**config.mk**
```make
export PLATFORM = sky130hd
export DESIGN_NAME = waveform_dig_core
export DESIGN_NICKNAME = d
export VERILOG_FILES = /design/src/rtl/waveform_dig_pkg.sv /design/src/rtl/waveform_uart.sv /design/src/rtl/waveform_dig_core.sv
export SDC_FILE = /design/constraint.sdc
export NUM_CORES = 1
export LEC_CHECK = 0
export CORE_MARGIN = 3
export CORE_UTILIZATION = 51
export CTS_CLUSTER_SIZE = 16
export DETAILED_ROUTE_END_ITERATION = 10
export DONT_BUFFER_PORTS = 1
export PLACE_DENSITY = 0.73
export SLEW_MARGIN = 20
export SYNTH_ARGS = -nofsm -noshare
export SYNTH_HDL_FRONTEND = slang
export SYNTH_SLANG_ARGS = --single-unit
```
**constraint.sdc**
```tcl
create_clock -name clk -period 5.4 [get_ports clk]
set_clock_uncertainty 0.1 [all_clocks]
set_input_delay 0.54 -clock clk [delete_from_list [all_inputs] [get_ports clk]]
set_output_delay 0.54 -clock clk [all_outputs]
set_load 0.005 [all_outputs]
```
**src/rtl/waveform_dig_pkg.sv**
```systemverilog
// Shared constants and state encodings for the waveform generator UART register core.
package waveform_dig_pkg;
  localparam logic [7:0]  CMD_WRITE    = 8'h01;
  localparam logic [7:0]  CMD_READ     = 8'h02;
  localparam logic [15:0] DEF_DIVISOR  = 16'd326;
  localparam int          DEF_NUM_REGS = 16;

  typedef enum logic [1:0] {P_BYTE0, P_BYTE1, P_BYTE2, P_EXEC} parse_state_t;
  typedef enum logic [1:0] {RX_IDLE, RX_START, RX_DATA, RX_STOP} rx_state_t;
endpackage

```
**src/rtl/waveform_uart.sv**
```systemverilog
// 8N1 UART: shared 16x-oversample baud tick, receiver with false-start rejection, transmitter.
module waveform_uart
  import waveform_dig_pkg::*;
#(
  parameter logic [15:0] DIVISOR = DEF_DIVISOR
) (
  input  logic       clk,
  input  logic       rst,
  input  logic       rx_i,
  output logic       tx_o,
  output logic [7:0] rx_data,
  output logic       rx_valid,
  input  logic [7:0] tx_data,
  input  logic       tx_start,
  output logic       tx_busy
);
  logic [15:0] baud_cnt;
  logic        tick;

  logic        rx_meta, rx_s, rx_prev;
  rx_state_t   rx_state, rx_state_n;
  logic [3:0]  rx_tcnt, rx_tcnt_n;
  logic [2:0]  rx_bcnt, rx_bcnt_n;
  logic [7:0]  rx_shift, rx_shift_n;
  logic        rx_valid_n;

  logic        tx_reg;
  logic [3:0]  tx_tcnt;
  logic [3:0]  tx_bcnt;
  logic [8:0]  tx_shift;

  assign tick = (baud_cnt == DIVISOR - 16'd1);

  always_ff @(posedge clk or posedge rst) begin
    if (rst)       baud_cnt <= '0;
    else if (tick) baud_cnt <= '0;
    else           baud_cnt <= baud_cnt + 16'd1;
  end

  always_ff @(posedge clk or posedge rst) begin
    if (rst) begin
      rx_meta <= 1'b1;
      rx_s    <= 1'b1;
      rx_prev <= 1'b1;
    end else begin
      rx_meta <= rx_i;
      rx_s    <= rx_meta;
      rx_prev <= rx_s;
    end
  end

  // Start bit checked after 8 ticks (mid-bit); every later sample is 16 ticks on.
  always_comb begin
    rx_state_n = rx_state;
    rx_tcnt_n  = rx_tcnt;
    rx_bcnt_n  = rx_bcnt;
    rx_shift_n = rx_shift;
    rx_valid_n = 1'b0;
    case (rx_state)
      RX_IDLE: begin
        if (rx_prev && !rx_s) begin
          rx_state_n = RX_START;
          rx_tcnt_n  = '0;
        end
      end
      RX_START: begin
        if (tick) begin
          rx_tcnt_n = rx_tcnt + 4'd1;
          if (rx_tcnt == 4'd7) begin
            rx_tcnt_n  = '0;
            rx_bcnt_n  = '0;
            rx_state_n = rx_s ? RX_IDLE : RX_DATA;
          end
        end
      end
      RX_DATA: begin
        if (tick) begin
          rx_tcnt_n = rx_tcnt + 4'd1;
          if (rx_tcnt == 4'd15) begin
            rx_shift_n = {rx_s, rx_shift[7:1]};
            rx_bcnt_n  = rx_bcnt + 3'd1;
            if (rx_bcnt == 3'd7) rx_state_n = RX_STOP;
          end
        end
      end
      RX_STOP: begin
        if (tick) begin
          rx_tcnt_n = rx_tcnt + 4'd1;
          if (rx_tcnt == 4'd15) begin
            rx_state_n = RX_IDLE;
            rx_valid_n = rx_s;
          end
        end
      end
      default: rx_state_n = RX_IDLE;
    endcase
  end

  always_ff @(posedge clk or posedge rst) begin
    if (rst) begin
      rx_state <= RX_IDLE;
      rx_tcnt  <= '0;
      rx_bcnt  <= '0;
      rx_valid <= 1'b0;
    end else begin
      rx_state <= rx_state_n;
      rx_tcnt  <= rx_tcnt_n;
      rx_bcnt  <= rx_bcnt_n;
      rx_valid <= rx_valid_n;
    end
  end

  always_ff @(posedge clk) rx_shift <= rx_shift_n;

  assign rx_data = rx_shift;

  // tx_bcnt 0 is the start bit, 1..8 data, 9 stop; tx_o is driven straight from a flop.
  always_ff @(posedge clk or posedge rst) begin
    if (rst) begin
      tx_busy <= 1'b0;
      tx_reg  <= 1'b1;
      tx_tcnt <= '0;
      tx_bcnt <= '0;
    end else if (!tx_busy) begin
      if (tx_start) begin
        tx_busy <= 1'b1;
        tx_reg  <= 1'b0;
        tx_tcnt <= '0;
        tx_bcnt <= '0;
      end
    end else if (tick) begin
      tx_tcnt <= tx_tcnt + 4'd1;
      if (tx_tcnt == 4'd15) begin
        if (tx_bcnt == 4'd9) begin
          tx_busy <= 1'b0;
        end else begin
          tx_reg  <= tx_shift[0];
          tx_bcnt <= tx_bcnt + 4'd1;
        end
      end
    end
  end

  always_ff @(posedge clk) begin
    if (!tx_busy && tx_start)                        tx_shift <= {1'b1, tx_data};
    else if (tx_busy && tick && (tx_tcnt == 4'd15)) tx_shift <= {1'b1, tx_shift[8:1]};
  end

  assign tx_o = tx_reg;
endmodule

```
**src/rtl/waveform_dig_core.sv**
```systemverilog
// UART-controlled register file: 3-byte frames {cmd, addr, data} write or read 8-bit registers.
module waveform_dig_core
  import waveform_dig_pkg::*;
#(
  parameter logic [15:0] DIVISOR  = DEF_DIVISOR,
  parameter int          NUM_REGS = DEF_NUM_REGS
) (
  input  logic       clk,
  input  logic       rst_raw,
  input  logic       rx_i,
  output logic       tx_o,
  output logic [7:0] debug_o
);
  localparam int AW = (NUM_REGS > 1) ? $clog2(NUM_REGS) : 1;

  logic         rst_meta, rst;
  logic [7:0]   rx_data;
  logic         rx_valid;
  logic         tx_start, tx_busy;
  logic [7:0]   rd_byte;
  parse_state_t state, state_n;
  logic [7:0]   cmd, addr, data;
  logic         addr_ok, wr_en;
  logic [7:0]   regs [NUM_REGS];

  // Reset asserts immediately, releases two clocks after rst_raw drops.
  always_ff @(posedge clk or posedge rst_raw) begin
    if (rst_raw) begin
      rst_meta <= 1'b1;
      rst      <= 1'b1;
    end else begin
      rst_meta <= 1'b0;
      rst      <= rst_meta;
    end
  end

  waveform_uart #(.DIVISOR(DIVISOR)) u_uart (
    .clk      (clk),
    .rst      (rst),
    .rx_i     (rx_i),
    .tx_o     (tx_o),
    .rx_data  (rx_data),
    .rx_valid (rx_valid),
    .tx_data  (rd_byte),
    .tx_start (tx_start),
    .tx_busy  (tx_busy)
  );

  assign addr_ok = ({24'd0, addr} < 32'(NUM_REGS));
  assign rd_byte = addr_ok ? regs[addr[AW-1:0]] : 8'h00;

  // A read holds EXEC until the transmitter is free so the response is never dropped.
  always_comb begin
    state_n  = state;
    tx_start = 1'b0;
    wr_en    = 1'b0;
    case (state)
      P_BYTE0: if (rx_valid) state_n = P_BYTE1;
      P_BYTE1: if (rx_valid) state_n = P_BYTE2;
      P_BYTE2: if (rx_valid) state_n = P_EXEC;
      P_EXEC: begin
        if (cmd == CMD_READ) begin
          if (!tx_busy) begin
            tx_start = 1'b1;
            state_n  = P_BYTE0;
          end
        end else begin
          wr_en   = (cmd == CMD_WRITE) && addr_ok;
          state_n = P_BYTE0;
        end
      end
      default: state_n = P_BYTE0;
    endcase
  end

  always_ff @(posedge clk or posedge rst) begin
    if (rst) state <= P_BYTE0;
    else     state <= state_n;
  end

  always_ff @(posedge clk) begin
    if (rx_valid) begin
      case (state)
        P_BYTE0: cmd  <= rx_data;
        P_BYTE1: addr <= rx_data;
        P_BYTE2: data <= rx_data;
        default: ;
      endcase
    end
  end

  always_ff @(posedge clk or posedge rst) begin
    if (rst) begin
      for (int i = 0; i < NUM_REGS; i++) regs[i] <= 8'h00;
    end else if (wr_en) begin
      regs[addr[AW-1:0]] <= data;
    end
  end

  assign debug_o = regs[0];
endmodule

```
# ---- Yosys cells after proc, flatten, opt, wreduce, memory -nomap -nowiden
# Index checks and enable logic that the tools add are counted.
dict set report word_totals {
  in_bits 3
  output_inout_bits 9
  register_bits 211
  word_cells 160
}
dict set report classes {
  eq_ne 30
  reduce_logical 24
  n_mux 61
  n_bitwise 1
  order_cmp 3
  addsub 5
}
# op count
set op_table {}
lappend op_table {{$bwmux 128} 1}
lappend op_table {{$mux 8} 6}
lappend op_table {{$mux 4} 11}
lappend op_table {{$bmux 8 s4} 1}
lappend op_table {{$demux 8 s4} 1}
lappend op_table {{$mux 2} 14}
lappend op_table {{$ne 2x1->1 const B} 12}
lappend op_table {{$mux 1} 18}
lappend op_table {{$add 16x1->16 const B} 1}
lappend op_table {{$eq 16x9->1 const B} 1}
lappend op_table {{$mux 16} 1}
lappend op_table {{$pmux 2 s4} 2}
lappend op_table {{$add 4x1->4 const B} 3}
lappend op_table {{$eq 4x4->1 const B} 3}
lappend op_table {{$mux 3} 4}
lappend op_table {{$pmux 4 s3} 1}
lappend op_table {{$eq 2x2->1 const B} 4}
lappend op_table {{$eq 8x1->1 const B} 1}
lappend op_table {{$eq 8x2->1 const B} 1}
lappend op_table {{$lt 8x5->1 const B} 1}
lappend op_table {{$reduce_and 2->1} 4}
lappend op_table {{$reduce_and 4->1} 2}
lappend op_table {{$reduce_and 8->1} 1}
lappend op_table {{$logic_and 1x1->1} 6}
lappend op_table {{other kinds (16)} 24}

# ---- Longest topological paths before layout
# Gate-level depths: netlist of run 1.
dict set report logic_depth {
  word_depth 6
  mapped_depth 8
  mapped_depth_nobuf 7
}

# ---- Modules after synthesis
# Synthesis of run 1 repeated with hierarchy kept, for this count alone.
dict set report unflattened {
  hier_cells 645
  area_unflattened_um2 9574.2
}
# module area_each_um2 seq_area_each_um2 cells_per_inst instances
set by_module_without_submodules {}
lappend by_module_without_submodules {waveform_dig_core 6952.9 4026.4 419 1}
lappend by_module_without_submodules {waveform_uart 2621.3 1461.4 226 1}

# ---- Worst setup path after synthesis of run 1
# Ideal clock, no wire load.
dict set report synth_timing {
  path_kind {register to register}
  startpoint {register state[1]}
  endpoint {register regs (netlist bit debug_o[0])}
  synth_period_minus_slack_ns 2.674
  required_time_ns 5.175
  t_arrival_ns 2.449
  stages_incl_launch_ff 8
  path_buffers 1
  setup_slack_ns 2.726
  setup_time_ns 0.125
  path_cell_list {dfrtp_1 -> ha_1 -> or3b_2 -> nor4_4 -> or3b_1 -> buf_2 -> nor3_4 -> mux2_2}
}
dict set report synth_between {
  elab_chain_cells 2
}
# item line_no
set synth_lines {}
lappend synth_lines {{start, declared} waveform_dig_core.sv:21} ;# parse_state_t state, state_n;
lappend synth_lines {{start signal, assigned} waveform_dig_core.sv:78} ;# else state <= state_n;
lappend synth_lines {{$eq 2x2->1} waveform_dig_core.sv:57} ;# case (state)
lappend synth_lines {{$mux 1} waveform_dig_core.sv:57}
lappend synth_lines {{end signal, assigned by index} waveform_dig_core.sv:96} ;# regs[addr[AW-1:0]] <= data;
lappend synth_lines {{end, declared} waveform_dig_core.sv:24} ;# logic [7:0] regs [NUM_REGS];
# No other way between the ends.
# A chain may end at the register's enable or synchronous reset.

# ---- Final worst setup path of run 1
dict set report layout_timing {
  startpoint {register state[1]}
  endpoint {register regs (netlist bit debug_o[5])}
}
# The elaborated chain is that of the path after synthesis.

==> impl_results.md, run 1 <==
- Root Driver: clkbuf_16
- Setup crit end kind: flop
- Largest area contributor in the netlist: dfrtp_1
- Setup Buffers After CTS: 0
- Largest family of logic cells by synthesized area: multiplexers
- Most frequent cells in the layout: dfrtp_1, mux2_2, mux4_2, edfxtp_1, nor2_1
- RSZ-0062 raised after global routing: no
- Worst path max stage delay: about 560 ps
- Starting Density: around 52%
- Row count: 49
- Post-synth ARST share: 81.0%
- Peak VDD IR: between 0.2 and 0.3 mV
- Initial antenna violation count: 0
- Critical Path RT: 5680 ps
- Top-area cell type share of the netlist area: 43.8%
- Clock Pin Slew Worst Setup and Hold Paths: 60 ps
- Ranking of synthesized cells by area: dfrtp_1, mux2_2, edfxtp_1
- Final nets: 648
- Mapped Nets: 653
- Met1 Usage GRT: a little over a quarter
- Non-Filler Instances: between 800 and 900
- Adder-cell share of the synthesized area: approximately 2.1%
- Total CTS buffers: 22
- Vias in the first global route: roughly 5700
- Core area: ~18000 sq um
- Grt met2 use: between 30% and 40%
- Vias/cell: 5.95
- # DRC: 0
- Fillcell total: 1397
- Max Fclk: roughly 330 MHz
- Seq/Total Area, Yosys: 58.2%
- Global-route wire length before repair: between 30000 and 40000 microns
- EDFF count, synth: 40
- Static Leak: 4.67 nW
- Synth warn: 0
- CTS tree: yes
- WL per Instance: between 20 and 25 microns
- WS Path Type: reg -> reg
- N_diodes: 0
- Seq cells post-synth: roughly 210
- Cell area after synthesis: between 9000 and 10000 sq um
- CP Buf/Inv Count: 0
- Die extent in y: approximately 140 microns
- Final worst path period need: 3060 ps
- Synth-to-Final Area Change: 10.7%
- Most common cell after layout, fill and taps aside: dfrtp_1
- Post-synthesis compound-gate area fraction: a little under 3%
- Post-Syn Instances: between 600 and 700
- Placed Cells: approximately 830
- PortBufs: 0
- Top FF cell, synth: dfrtp_1
- Post-DP HPWL: around 12000 microns
- Die Span X: around 140 microns
- Post-synthesis mux area share: ~26%
- IO Count: 12
- Pwr Density: around 340 nW/um^2
- HP Class: reg -> async
- Fin crit share: around 57%
- Status: finished, final reports clean
- Worst-path cell chain: ha_1 > or3b_2 > nor4_4 > or3b_1 > nor3_4 > mux2_2
- GRT busiest layer: met2
- R2R Setup Slk: ~2300 ps
- Worst Path Max Fanout: 8
- Total gr overflow: 0
- CP arrival: roughly 3300 ps
- Full die area: approximately 20000 sq um
- Clock Latency Late Sink: roughly 500 ps
- Layout cell share with drive strength beyond 1: a little over a third
- Sinks on Clock Net: between 200 and 250
- Post-synth cell types: 53
- Endpoints failing setup: 0
- Post-synthesis simple-gate area fraction: ~7.3%
- H-Tree Level Count: 1
- Max-capacitance violation count: 0
- Slew Limit Headroom: around 31%
- Syn avg cell area: around 15 sq um
- DR vias: about 5200
- Slew Viols, Final: 0
- Number of antenna-violating nets in the routed design: 0
- DRT Wirelength: between 15000 and 20000 microns
- Final Power: between 3 and 4 mW
- XOR/XNOR Fraction of Synth Area: 1.30%
- TNS Setup: 0 ps
- Worst path slowest cell: or3b_1
- Crit-path leading delay family: simple AND/OR/NAND/NOR gates
- Overall Global Routing Usage: 19.4%
- Starting DRT DRC Count: 300
- Drt pass-1 iters: 4
- Worst-margin pin slew: 1030 ps
- Final Hold Vio Count: 0
- Startpoint types: flop
- GP Congestion: around 0.82
- Largest net degree at the start of global routing: 115
- GR Util met3: approximately 3.3%
- Clock Path Buffers: 3
[cells by family after synthesis]
| kind of cell | after synthesis |
|---|---|
| mux | 175 |
| flops | 211 |
| fa+ha+maj | 16 |
| xor+xnor | 14 |
| buf+inv | 54 |
| compound gates | 43 |
| simple gates | 120 |
| other cells | 1 |
[flip-flops by register name (all words and copies together), names as in the netlist, 4 cells and up, named ones only]
name,cells
u_uart.tx_shift,8
data,8
u_uart.baud_cnt,16
u_uart.tx_tcnt,4
addr,8
debug_o,8
u_uart.tx_bcnt,4
regs,120
u_uart.rx_tcnt,4
u_uart.rx_data,8
cmd,8
[power breakdown]
| group | switching (mW) | leakage [nW] | internal, mW |
|---|---|---|---|
| Sequential | 0.0192 | 2.69 | 1.64 |
| Clock | 0.620 | 0.394 | 1.07 |
| Combinational | 0.131 | 1.58 | 0.0770 |
[cells in the mapped netlist, types with 3 or more instances]
cell      instances
a21oi_1           5
a22o_1            9
and2_1            4
and3_1            6
buf_1             3
buf_4             8
clkbuf_1         23
dfrtp_1         165
dfstp_2           6
edfxtp_1         40
ha_1             16
inv_1            19
mux2_2          130
mux2i_1           5
mux4_2           40
nand2_1          21
nand2b_1          8
nand3_1          15
nand3b_1          4
nand4_1           5
nor2_1           26
nor2_4            3
nor3_1            4
nor4_1            3
o21ai_0          19
or3_1             3
xnor2_1           9
xor2_1            5
[final cells by class]
type / count / area [sq um] / share of cell area, %
Sequential cell: 211 / 5490 / 52.6
Multi-Input combinational cell: 369 / 3710 / 35.5
Clock buffer: 29 / 638 / 6.11
Tap cell: 229 / 287 / 2.74
Clock inverter: 11 / 190 / 1.82
Inverter: 19 / 78.8 / 0.755
Timing Repair Buffer: 6 / 50.0 / 0.479
[final timing paths]
kind / startpoint / endpoint / cells past startpoint
hold reg to reg: rst / u_uart.rx_bcnt[0] / 1
min in group clk: rst_meta / rst / 0
hold / removal: rst / u_uart.rx_bcnt[0] / 1
setup / recovery: state[1] / debug_o[5] / 6
setup reg to reg: state[1] / debug_o[5] / 6
max in group asynchronous: rst / regs[113] / 2
[through the flow]
step | util, % | setup WS, ps | hold WS (ps) | instance area (sq um)
finish | 57.7 | 2340 | 252 | 10400
global route | 57.7 | 2200 | 260 | 10400
CTS | 57.7 | 2340 | 257 | 10400
detailed placement | 53.0 | 2360 | 250 | 9590
global placement | 53.0 | 2450 | 248 | 9590
floorplan | - | 404 | 245 | 9430
[timing repair]
item / in CTS / in global routing
setup endpoints to repair: 0 / 0
hold buffers: 2 / 0
resized for setup: 0 / 0
hold endpoints to repair: 3 / 0
[layer usage]
metal | vias to the layer above | wire [microns]
met2 | 97 | 9400
met4 | 0 | 355
met1 | 2746 | 7870
met3 | 25 | 830
li1 | 2336 | -
met5 | - | 0
Power figures use the tool's default switching activity.
==> inputs of run 2 (changes only) <==
PLACE_DENSITY = 0.76   (was 0.73)
clock period = 2.5 ns   (was 5.4 ns; I/O delays follow)
==> run 2 against run 1 <==
Effect of this change: wire length grew 11%; die area is the same; count of clock-buffer cells in the layout shrank 1; largest cell class unchanged; critical path depth is the same; the flow now finishes with violations (negative setup slack).
==> impl_results.md, run 2 (synthesis gave the netlist of run 1 again) <==
- Largest net degree at the start of global routing: 84 (-27%)
- N_diodes: 0 (unchanged)
- Row count: 49 (unchanged)
- Root Driver: clkbuf_16
- Drt pass-1 iters: 5 (+1)
- R2R Setup Slk: -210 ps (-2550 ps)
- Worst-margin pin slew: 714 ps (-312 ps)
- Biggest regs: regs (120), u_uart.baud_cnt (16)
- Fin crit share: 109% (+52 points)
- Clock Pin Slew Worst Setup and Hold Paths: 60 ps (about the same)
- Initial antenna violation count: 0 (unchanged)
- Overall Global Routing Usage: 20.8% (+1.4 points)
- Clock Path Buffers: 3 (unchanged)
- Worst-path cell chain: or4_4 > nor4_4 > or3b_4 > buf_6 > nor2_4 > mux2_2
- Peak VDD IR: 0.449 mV (+58%)
- Starting DRT DRC Count: 363 (+21%)
- Total CTS buffers: 22 (unchanged)
- FF-to-FF End: regs[103]
- Critical Path RT: 2770 ps (-2910 ps)
- Most common cell after layout, fill and taps aside: dfrtp_1
- Worst-case hold slack: 114 ps (-138 ps)
- Final Hold Vio Count: 0 (unchanged)
- Pwr Density: 651 nW/um^2 (+91%)
- WS Path Type: reg -> reg
- Reg2reg start: cmd[5]
- Endpoints failing setup: 95 (+95)
- Max Fclk: 369 MHz (+13%)
- Startpoint types: flop
- Sinks on Clock Net: 211 (unchanged)
- Final Power: 7.30 mW (+110%)
- Full die area: 20200 sq um (unchanged)
- Cell Area, Placed: 9980 sq um (+4.1%)
- Status: finished, violations left
- DR vias: 5526 (+6.2%)
- Layout cell share with drive strength beyond 1: 40.8% (+4.9 points)
- Final worst slack: -213 ps (-2550 ps)
- Max-capacitance violation count: 0 (unchanged)
- Starting Density: 52.1% (unchanged)
- Final worst path period need: 2710 ps (-347 ps)
- Core area: 18100 sq um (unchanged)
- Post-DP HPWL: 13200 microns (+10%)
- H-Tree Level Count: 1 (unchanged)
- Final Cell Area: 11200 sq um (+7.5%)
- Die Span X: 142 microns (unchanged)
- Vias in the first global route: 5957 (+5.3%)
- PortBufs: 0 (unchanged)
- Total gr overflow: 0 (unchanged)
- IO Count: 12 (unchanged)
- Reg2Reg Depth: 6 (unchanged)
- Top reg by flops: regs
- Final nets: 695 (+7.3%)
- CP arrival: 2990 ps (-350 ps)
- Static Leak: 5.00 nW (+7.0%)
- Fillcell total: 1266 (-9.4%)
- Worst path slowest cell: or4_4
- Worst path max stage delay: 570 ps (about the same)
- WL per Instance: 22.3 microns (+5.5%)
- Vias/cell: 6.00 (+0.77%)
- Number of antenna-violating nets in the routed design: 0 (unchanged)
- Most frequent cells in the layout: dfrtp_1, mux2_4, mux2_2, mux4_2, edfxtp_1
- HP Class: in -> async
- Clock Latency Late Sink: 500 ps (about the same)
- # DRC: 0 (unchanged)
- RSZ-0062 raised after global routing: yes
- Worst Path Max Fanout: 8 (unchanged)
- Global-route wire length before repair: 33000 microns (+6.9%)
- Slew Limit Headroom: 52.4% (+21 points)
- CTS tree: yes
- Failing checks: negative setup slack
- DRT Wirelength: 20500 microns (+11%)
- Slew Viols, Final: 0 (unchanged)
- Largest register FFs: 120 (unchanged)
- Setup crit end kind: flop
- Synth-to-Final Area Change: 19.0%
- GP Congestion: 0.834 (+1.3%)
- Die extent in y: 142 microns (unchanged)
## run 2: cell count changes in the layout (fill, tap and decap cells not counted), sizes merged
cell and delta:
bufinv -3, clkinvlp -3, clkbuf -1, buf +47, clkinv +7
## run 2: how the worst max path moves through the flow
stage                     startpoint    endpoint  slack (ps)  depth (start not counted)
after CTS                     cmd[5]   regs[105]        -160                          6
after global routing        state[0]   regs[103]        -280                          7
after floorplan               cmd[3]  debug_o[0]        -130                          6
after detailed placement      cmd[3]   regs[117]        -200                          6
final                         cmd[5]   regs[103]        -210                          6
after global placement       addr[6]    regs[65]        -110                          7
## run 2: cell type report
type / count / area (sq um) / share of cell area (%)
repair buffers: 53 / 582 / 5.18
clock buffers: 28 / 614 / 5.47
inverters: 19 / 75.1 / 0.669
clock inverters: 12 / 109 / 0.970
well taps: 229 / 287 / 2.55
multi-input cells: 369 / 4070 / 36.3
flip-flops and latches: 211 / 5490 / 48.9
## run 2: metal layers
layer | part of all wire (%) | vias up | GRT usage [%]
met4 | 2.2 | 0 | 4.95
met2 | 51 | 156 | 35.9
met5 | 0 | - | 0
li1 | - | 2429 | -
met1 | 42 | 2905 | 27.4
met3 | 5.0 | 36 | 4.13
## run 2: report_power, final
group	switching (mW)	internal, mW	leakage [nW]	total, mW
Sequential	0.0428	3.54	2.69	3.58
Clock	1.31	1.94	0.360	3.25
Combinational	0.297	0.172	1.95	0.469
Total	1.65	5.66	5.00	7.30
## run 2: what timing repair did
item / CTS / global route
endpoints found under the setup margin: 98 / 125
setup buffers: 6 / 2
hold buffers: 2 / 0
gates resized for setup: 83 / 34
gates cloned: 0 / 0
endpoints found under the hold margin: 3 / 0
pin swaps: 9 / 9
## run 2: critical path, delay by kind of cell (launching register included)
family	cells	cell delay [ps]
and+or+nand+nor	4	1590
DFF	1	360
buffers and inverters	1	150
muxes	1	390
## run 2: through the flow
stage	setup TNS (ps)	setup WS, ps	instances	util (%)
3_5_place_dp	-9380	-197	872	55.2
5_1_grt	-18400	-282	921	62.1
4_1_cts	-6930	-161	919	61.3
2_1_floorplan	-21370	-126	634	-
6_report	-9240	-213	921	62.1
3_3_place_gp	-4980	-108	872	55.2
